## src/rtl/ar_id_remapper.sv

```systemverilog
// AXI AR-channel ID remapper: allocates a unique ID per accepted request and
// queues the remapped request in a 2-entry FIFO feeding the slave-side AR port.
module ar_id_remapper #(
    parameter int ID_WIDTH = 4,
    parameter int UID_W    = 6,
    parameter int ADDR_W   = 32,
    parameter int CNT_W    = 16
) (
    input  logic                clk,
    input  logic                rst,
    input  logic                s_ar_valid,
    output logic                s_ar_ready,
    input  logic [ID_WIDTH-1:0] s_ar_id,
    input  logic [ADDR_W-1:0]   s_ar_addr,
    input  logic [7:0]          s_ar_len,
    input  logic [2:0]          s_ar_size,
    input  logic [1:0]          s_ar_burst,
    output logic                alloc_req,
    output logic [ID_WIDTH-1:0] in_orig_id,
    input  logic                alloc_gnt,
    input  logic [UID_W-1:0]    unique_id,
    output logic                m_ar_valid,
    input  logic                m_ar_ready,
    output logic [UID_W-1:0]    m_ar_id,
    output logic [ADDR_W-1:0]   m_ar_addr,
    output logic [7:0]          m_ar_len,
    output logic [2:0]          m_ar_size,
    output logic [1:0]          m_ar_burst,
    output logic [CNT_W-1:0]    accepted_cnt,
    output logic [CNT_W-1:0]    stall_cnt
);

    localparam int ENTRY_W = UID_W + ADDR_W + 8 + 3 + 2;

    typedef enum logic [1:0] {
        EMPTY = 2'd0,
        ONE   = 2'd1,
        FULL  = 2'd2
    } occ_e;

    occ_e               occ_q;
    logic [ENTRY_W-1:0] mem_q [2];
    logic               wr_ptr_q;
    logic               rd_ptr_q;
    logic [CNT_W-1:0]   accepted_q, accepted_d;
    logic [CNT_W-1:0]   stall_q, stall_d;

    logic space;
    logic push;
    logic pop;
    logic stall;

    // Space comes from registered occupancy only, so m_ar_ready never
    // reaches s_ar_ready; a full FIFO refuses even when it is popping.
    assign space      = (occ_q != FULL);
    assign alloc_req  = s_ar_valid & space;
    assign in_orig_id = s_ar_id;
    assign s_ar_ready = space & alloc_gnt;
    assign push       = s_ar_valid & s_ar_ready;
    assign stall      = s_ar_valid & space & ~alloc_gnt;

    assign m_ar_valid = (occ_q != EMPTY);
    assign pop        = m_ar_valid & m_ar_ready;

    assign {m_ar_id, m_ar_addr, m_ar_len, m_ar_size, m_ar_burst} = mem_q[rd_ptr_q];

    assign accepted_cnt = accepted_q;
    assign stall_cnt    = stall_q;

    always_comb begin
        // NOTE: every always_comb output gets a default first so no path
        // leaves it unassigned and a latch cannot be inferred.
        accepted_d = accepted_q;
        stall_d    = stall_q;
        if (push && (accepted_q != {CNT_W{1'b1}})) begin
            accepted_d = accepted_q + 1'b1;
        end
        if (stall && (stall_q != {CNT_W{1'b1}})) begin
            stall_d = stall_q + 1'b1;
        end
    end

    // NOTE: sequential state uses non-blocking (<=) so every register
    // samples pre-edge values regardless of statement order.
    always_ff @(posedge clk) begin
        if (rst) begin
            occ_q      <= EMPTY;
            wr_ptr_q   <= 1'b0;
            rd_ptr_q   <= 1'b0;
            accepted_q <= '0;
            stall_q    <= '0;
            // NOTE: payload storage is cleared as well, because the m_ar_*
            // data outputs are read straight from it and must be 0 after reset.
            mem_q[0]   <= '0;
            mem_q[1]   <= '0;
        end else begin
            accepted_q <= accepted_d;
            stall_q    <= stall_d;
            if (push) begin
                mem_q[wr_ptr_q] <= {unique_id, s_ar_addr, s_ar_len, s_ar_size, s_ar_burst};
                wr_ptr_q        <= ~wr_ptr_q;
            end
            if (pop) begin
                rd_ptr_q <= ~rd_ptr_q;
            end
            case (occ_q)
                EMPTY: if (push) occ_q <= ONE;
                ONE: begin
                    if (push && !pop) begin
                        occ_q <= FULL;
                    end else if (pop && !push) begin
                        occ_q <= EMPTY;
                    end
                end
                FULL:    if (pop) occ_q <= ONE;
                default: occ_q <= EMPTY;
            endcase
        end
    end

endmodule

```

## config.mk

```make
export PLATFORM = sky130hd
export DESIGN_NAME = ar_id_remapper
export DESIGN_NICKNAME = d
export VERILOG_FILES = /design/src/rtl/ar_id_remapper.sv
export SDC_FILE = /design/constraint.sdc
export NUM_CORES = 1
export LEC_CHECK = 0
export CAP_MARGIN = 20
export CELL_PAD_IN_SITES_DETAIL_PLACEMENT = 1
export CELL_PAD_IN_SITES_GLOBAL_PLACEMENT = 1
export CORE_MARGIN = 1
export CORE_UTILIZATION = 43
export DETAILED_ROUTE_END_ITERATION = 8
export PLACE_DENSITY_LB_ADDON = 0.3
export SYNTH_ARGS = -nofsm -noshare
export SYNTH_HDL_FRONTEND = slang
export SYNTH_SLANG_ARGS = --single-unit
export TNS_END_PERCENT = 30
```

## constraint.sdc

```tcl
create_clock -name clk -period 8.9 [get_ports clk]
set_input_delay 1.335 -clock clk [delete_from_list [all_inputs] [get_ports clk]]
set_output_delay 1.335 -clock clk [all_outputs]
set_load 0.05 [all_outputs]
```

==> impl_summary.log <==
INFO  metric start_util = 43.9%
INFO  metric worst_pin_slew = 1.01 ns
INFO  metric post_route_cells_drive_above_1_share = 15.3%
INFO  metric vias_in_the_first_global_route = 4,733
INFO  metric hp-start = stall_cnt[10]
INFO  metric vdd_drop_max = 134 uV
INFO  metric synthDistinctLibCells = 51
INFO  metric timing.final.crit_share = 46.3%
INFO  metric multiInputGateArea = 2420 sq um
INFO  metric synth_top_cells_by_area = edfxtp_1 (48%), dfxtp_1 (12%), and2_1 (10%)
INFO  metric worst_hold_path.num_cells = 2
INFO  metric drtPass1Iterations = 4
INFO  metric yosysWarningCount = 0
INFO  metric grt_remaining_overflow = 0
INFO  metric synth-edff-count = 102
INFO  metric buffer_cell_driving_the_clock_tree_root = clkbuf_16
INFO  metric hold-path-endpoint = stall_cnt[10]
INFO  metric synthMostInstantiatedCell = and2_1
INFO  metric portBuffers = 141
INFO  metric power_switching = 0.000408 W
INFO  metric layout.nets = 710
INFO  metric worstPathRequired = 7.57 ns
INFO  metric die-width = 124 microns
INFO  metric antenna_cells_inserted = 0
INFO  metric ant_nets = 0
INFO  metric share_of_power_burned_in_the_clock_network = 41.4%
INFO  metric syn-instance-count = 512
INFO  metric maxClockFrequency = 243 MHz
INFO  metric yosys-top-cells-count = and2_1 (105), edfxtp_1 (102), mux2_2 (57)
INFO  metric fin_tns_setup = 0 ns
INFO  metric final_max_slew_viol_count = 0
INFO  metric comb_power_share = 14.2%
INFO  metric post_cts_resize_count = 0
INFO  metric cap_viol_max_count = 0
INFO  metric r2r_start = occ_q[0]
INFO  metric ctsHoldBuffers = 0
INFO  metric clock_tree.htree_level_count = 4
INFO  metric worst-r2r-setup-slack = 5.77 ns
INFO  metric worstPathCellList = clkdlybuf4s50_1 -> and2_1 -> clkdlybuf4s50_1
INFO  metric core_area = 14,500 sq um
INFO  metric gp_congestion = 0.801
INFO  metric slew_headroom = 32.1%
INFO  metric drt-initial-drc-count = 266
INFO  metric post_synth_instance_area = 6360 sq um
INFO  metric ff_latch_area = 3800 sq um
INFO  metric postSynthNetCount = 574
INFO  metric clk-insertion-delay-late = 0.42 ns
INFO  metric worst-setup-path-type = in -> out
INFO  metric power.internal = 0.00125 W
INFO  metric ys_dominant_reg_cell = edfxtp_1
INFO  metric grt_max_degree = 53
INFO  metric status = finished clean
INFO  metric dr_total_vias = 4,601
INFO  metric tritoncts = built
INFO  metric drc_errors = 0
INFO  metric post-synth-top-area-fraction = 48.2%
INFO  metric syn_to_final_growth = 33.6%
INFO  metric synth.largest_area_cell = edfxtp_1
INFO  metric max_clock_skew = 0.00588 ns
INFO  metric place.detailed.hpwl = 10.0 mm
INFO  metric worstRegToRegCells = 6
INFO  metric global_route_wire_length_before_repair = 23.9 mm
INFO  metric clock-sinks = 139
INFO  metric avgSynthCellArea = 12.4 sq um
INFO  metric synth-seq-cells = 139
INFO  metric power.share.switching = 24.6%
INFO  metric fin_crit = 4.12 ns
INFO  metric route.detailed.vias_per_inst = 5.45
INFO  metric part_of_the_total_power_dissipated_in_sequential_elements = 44.4%
INFO  metric ctsLongestPathBuffers = 2
INFO  metric crit_start_category = primary input
INFO  metric post_drt_wl_per_cell = 18.5 microns
INFO  metric place_inst = 813
INFO  metric overall_global_routing_resource_usage = 21.2%
INFO  metric leakagePower = 3.01 nW
INFO  metric floorplan.io_pins = 150
INFO  metric die_area = 15,300 sq um
INFO  metric cts-buffers-inserted = 17
INFO  metric nFillCells = 1,478
INFO  metric timing.final.setup_violations = 0
INFO  metric critical_path.most_common_cell = clkdlybuf4s50_1
INFO  metric critical_path.top_delay_family = buffers and inverters
INFO  metric crit_arrival = 2.78 ns
INFO  metric worstPathMaxFanout = 4
INFO  metric post-cts-setup-buffers = 0
INFO  metric seq_area_frac_synth = 59.8%
INFO  metric slowest_library_cell_on_the_worst_path = clkdlybuf4s50_1
INFO  metric critical_path_buf_inv_count = 2
INFO  metric min-delay-path-class = reg -> reg
INFO  metric fin_cells = 844
INFO  metric synth-async-reset-ratio = 0%
INFO  metric hold_violations = 0
INFO  metric number_of_antenna_violations_at_the_first_check_in_global_routing = 0
INFO  metric end_kind = output port
INFO  metric die-height = 124 microns
INFO  metric clock_pin_transition_on_the_worst_setup_and_hold_timing_paths = 0.06 ns
INFO  metric critical_path.max_stage_delay = 0.80 ns
INFO  metric placementRows = 44
INFO  metric grt_setup_unrepaired = no
INFO  metric worst_r2r_endpoint = mem_q[1][5]
INFO  metric routed_wl = 15.6 mm
INFO  metric pwr_density_cell = 195 nW/um^2
layout by cell type, fill, tap and decap left out, drive strengths merged, types with 2 or more instances in the layout:
| master | Yosys | final |
|---|---|---|
| a21oi | 21 | 21 |
| or3 | 6 | 6 |
| nor3b | 2 | 2 |
| nand4 | 8 | 8 |
| a211oi | 3 | 3 |
| and3 | 5 | 5 |
| and2 | 105 | 105 |
| nand2b | 2 | 2 |
| bufinv | 0 | 3 |
| o31ai | 11 | 11 |
| nand2 | 12 | 12 |
| dfxtp | 37 | 37 |
| clkbuf | 18 | 19 |
| or2 | 5 | 5 |
| o21ba | 2 | 2 |
| o31a | 2 | 2 |
| nor3 | 8 | 8 |
| nor4 | 11 | 11 |
| mux2 | 57 | 57 |
| nor2b | 7 | 7 |
| clkdlybuf4s50 | 0 | 141 |
| nand3b | 3 | 3 |
| ha | 2 | 2 |
| clkinv | 0 | 8 |
| nor2 | 13 | 13 |
| inv | 5 | 5 |
| and4 | 3 | 3 |
| o211ai | 2 | 2 |
| buf | 13 | 7 |
| o21ai | 8 | 8 |
| edfxtp | 102 | 102 |
| or4 | 13 | 13 |
| nand3 | 14 | 14 |
through the flow:
stage / setup slack (ns) / power, W / instance area, sq um / hold WS (ns) / utilization (%)
floorplan: 4.21 / 0.000896 / 6360 / 0.472 / -
global placement: 4.68 / 0.000979 / 7940 / 0.486 / 54.8
detailed placement: 4.57 / 0.000985 / 7940 / 0.500 / 54.8
CTS: 4.77 / 0.00167 / 8500 / 0.511 / 58.7
global route: 4.71 / 0.00171 / 8500 / 0.549 / 58.7
finish: 4.78 / 0.00166 / 8500 / 0.517 / 58.7
flip-flops by register name (all words and copies together), names as in the netlist, named ones only:
register / flops
accepted_cnt: 16
mem_q: 102
occ_q: 2
rd_ptr_q: 1
stall_cnt: 16
wr_ptr_q: 1
layer usage:
| metal | global-route usage, % | routed length [microns] | up-vias |
|---|---|---|---|
| met4 | 8.66 | 280 | 0 |
| li1 | - | - | 2159 |
| met2 | 37.8 | 8190 | 116 |
| met1 | 24.0 | 6360 | 2305 |
| met3 | 5.27 | 808 | 21 |
| met5 | 0 | 0 | - |
cell families after synthesis:
logic type | Yosys count | share of synthesized area [%]
AOI/OAI and AO/OA | 55 | 5.55
xor gates and xnor gates | 2 | 0.275
adders and majority gates | 2 | 0.393
buffers and inverters | 36 | 2.52
DFF | 139 | 59.8
muxes | 58 | 10.2
and+or+nand+nor | 220 | 21.2
cell type report:
cell class | instances | area share (%)
Sequential cell | 139 | 44.8
Multi-Input combinational cell | 337 | 28.5
Timing Repair Buffer | 148 | 17.2
Clock buffer | 19 | 5.09
Tap cell | 184 | 2.71
Clock inverter | 12 | 1.53
Inverter | 5 | 0.221
worst register-to-register path, stage by stage, from the launching register on:
cell      delay, ns
dfxtp_1        0.44
nand2b_1       0.38
nand2_1        0.44
nor3b_4        0.28
buf_4          0.43
or2_2          0.20
buf_4          0.55
power by group through the flow:
| stage | clock network [W] | registers [W] | logic, W |
|---|---|---|---|
| final | 0.000685 | 0.000735 | 0.000235 |
| after global routing | 0.000719 | 0.000738 | 0.000247 |
| after CTS | 0.000696 | 0.000736 | 0.000238 |
| after detailed placement | 0 | 0.000749 | 0.000236 |
| after global placement | 0 | 0.000746 | 0.000233 |
| after floorplan | 0 | 0.000749 | 0.000148 |
how the worst max path moves through the flow:
stage                    start            to  slack [ns]  cells past startpoint
finish              s_ar_valid     alloc_req        4.78                      3
global placement     alloc_gnt  mem_q[1][25]        4.68                      7
detailed placement  s_ar_valid  mem_q[1][28]        4.57                      7
CTS                 s_ar_valid     alloc_req        4.77                      3
global route        s_ar_valid     alloc_req        4.71                      3
floorplan           s_ar_valid   mem_q[0][0]        4.21                      4
Note: power is estimated with default switching activity, not from simulation.
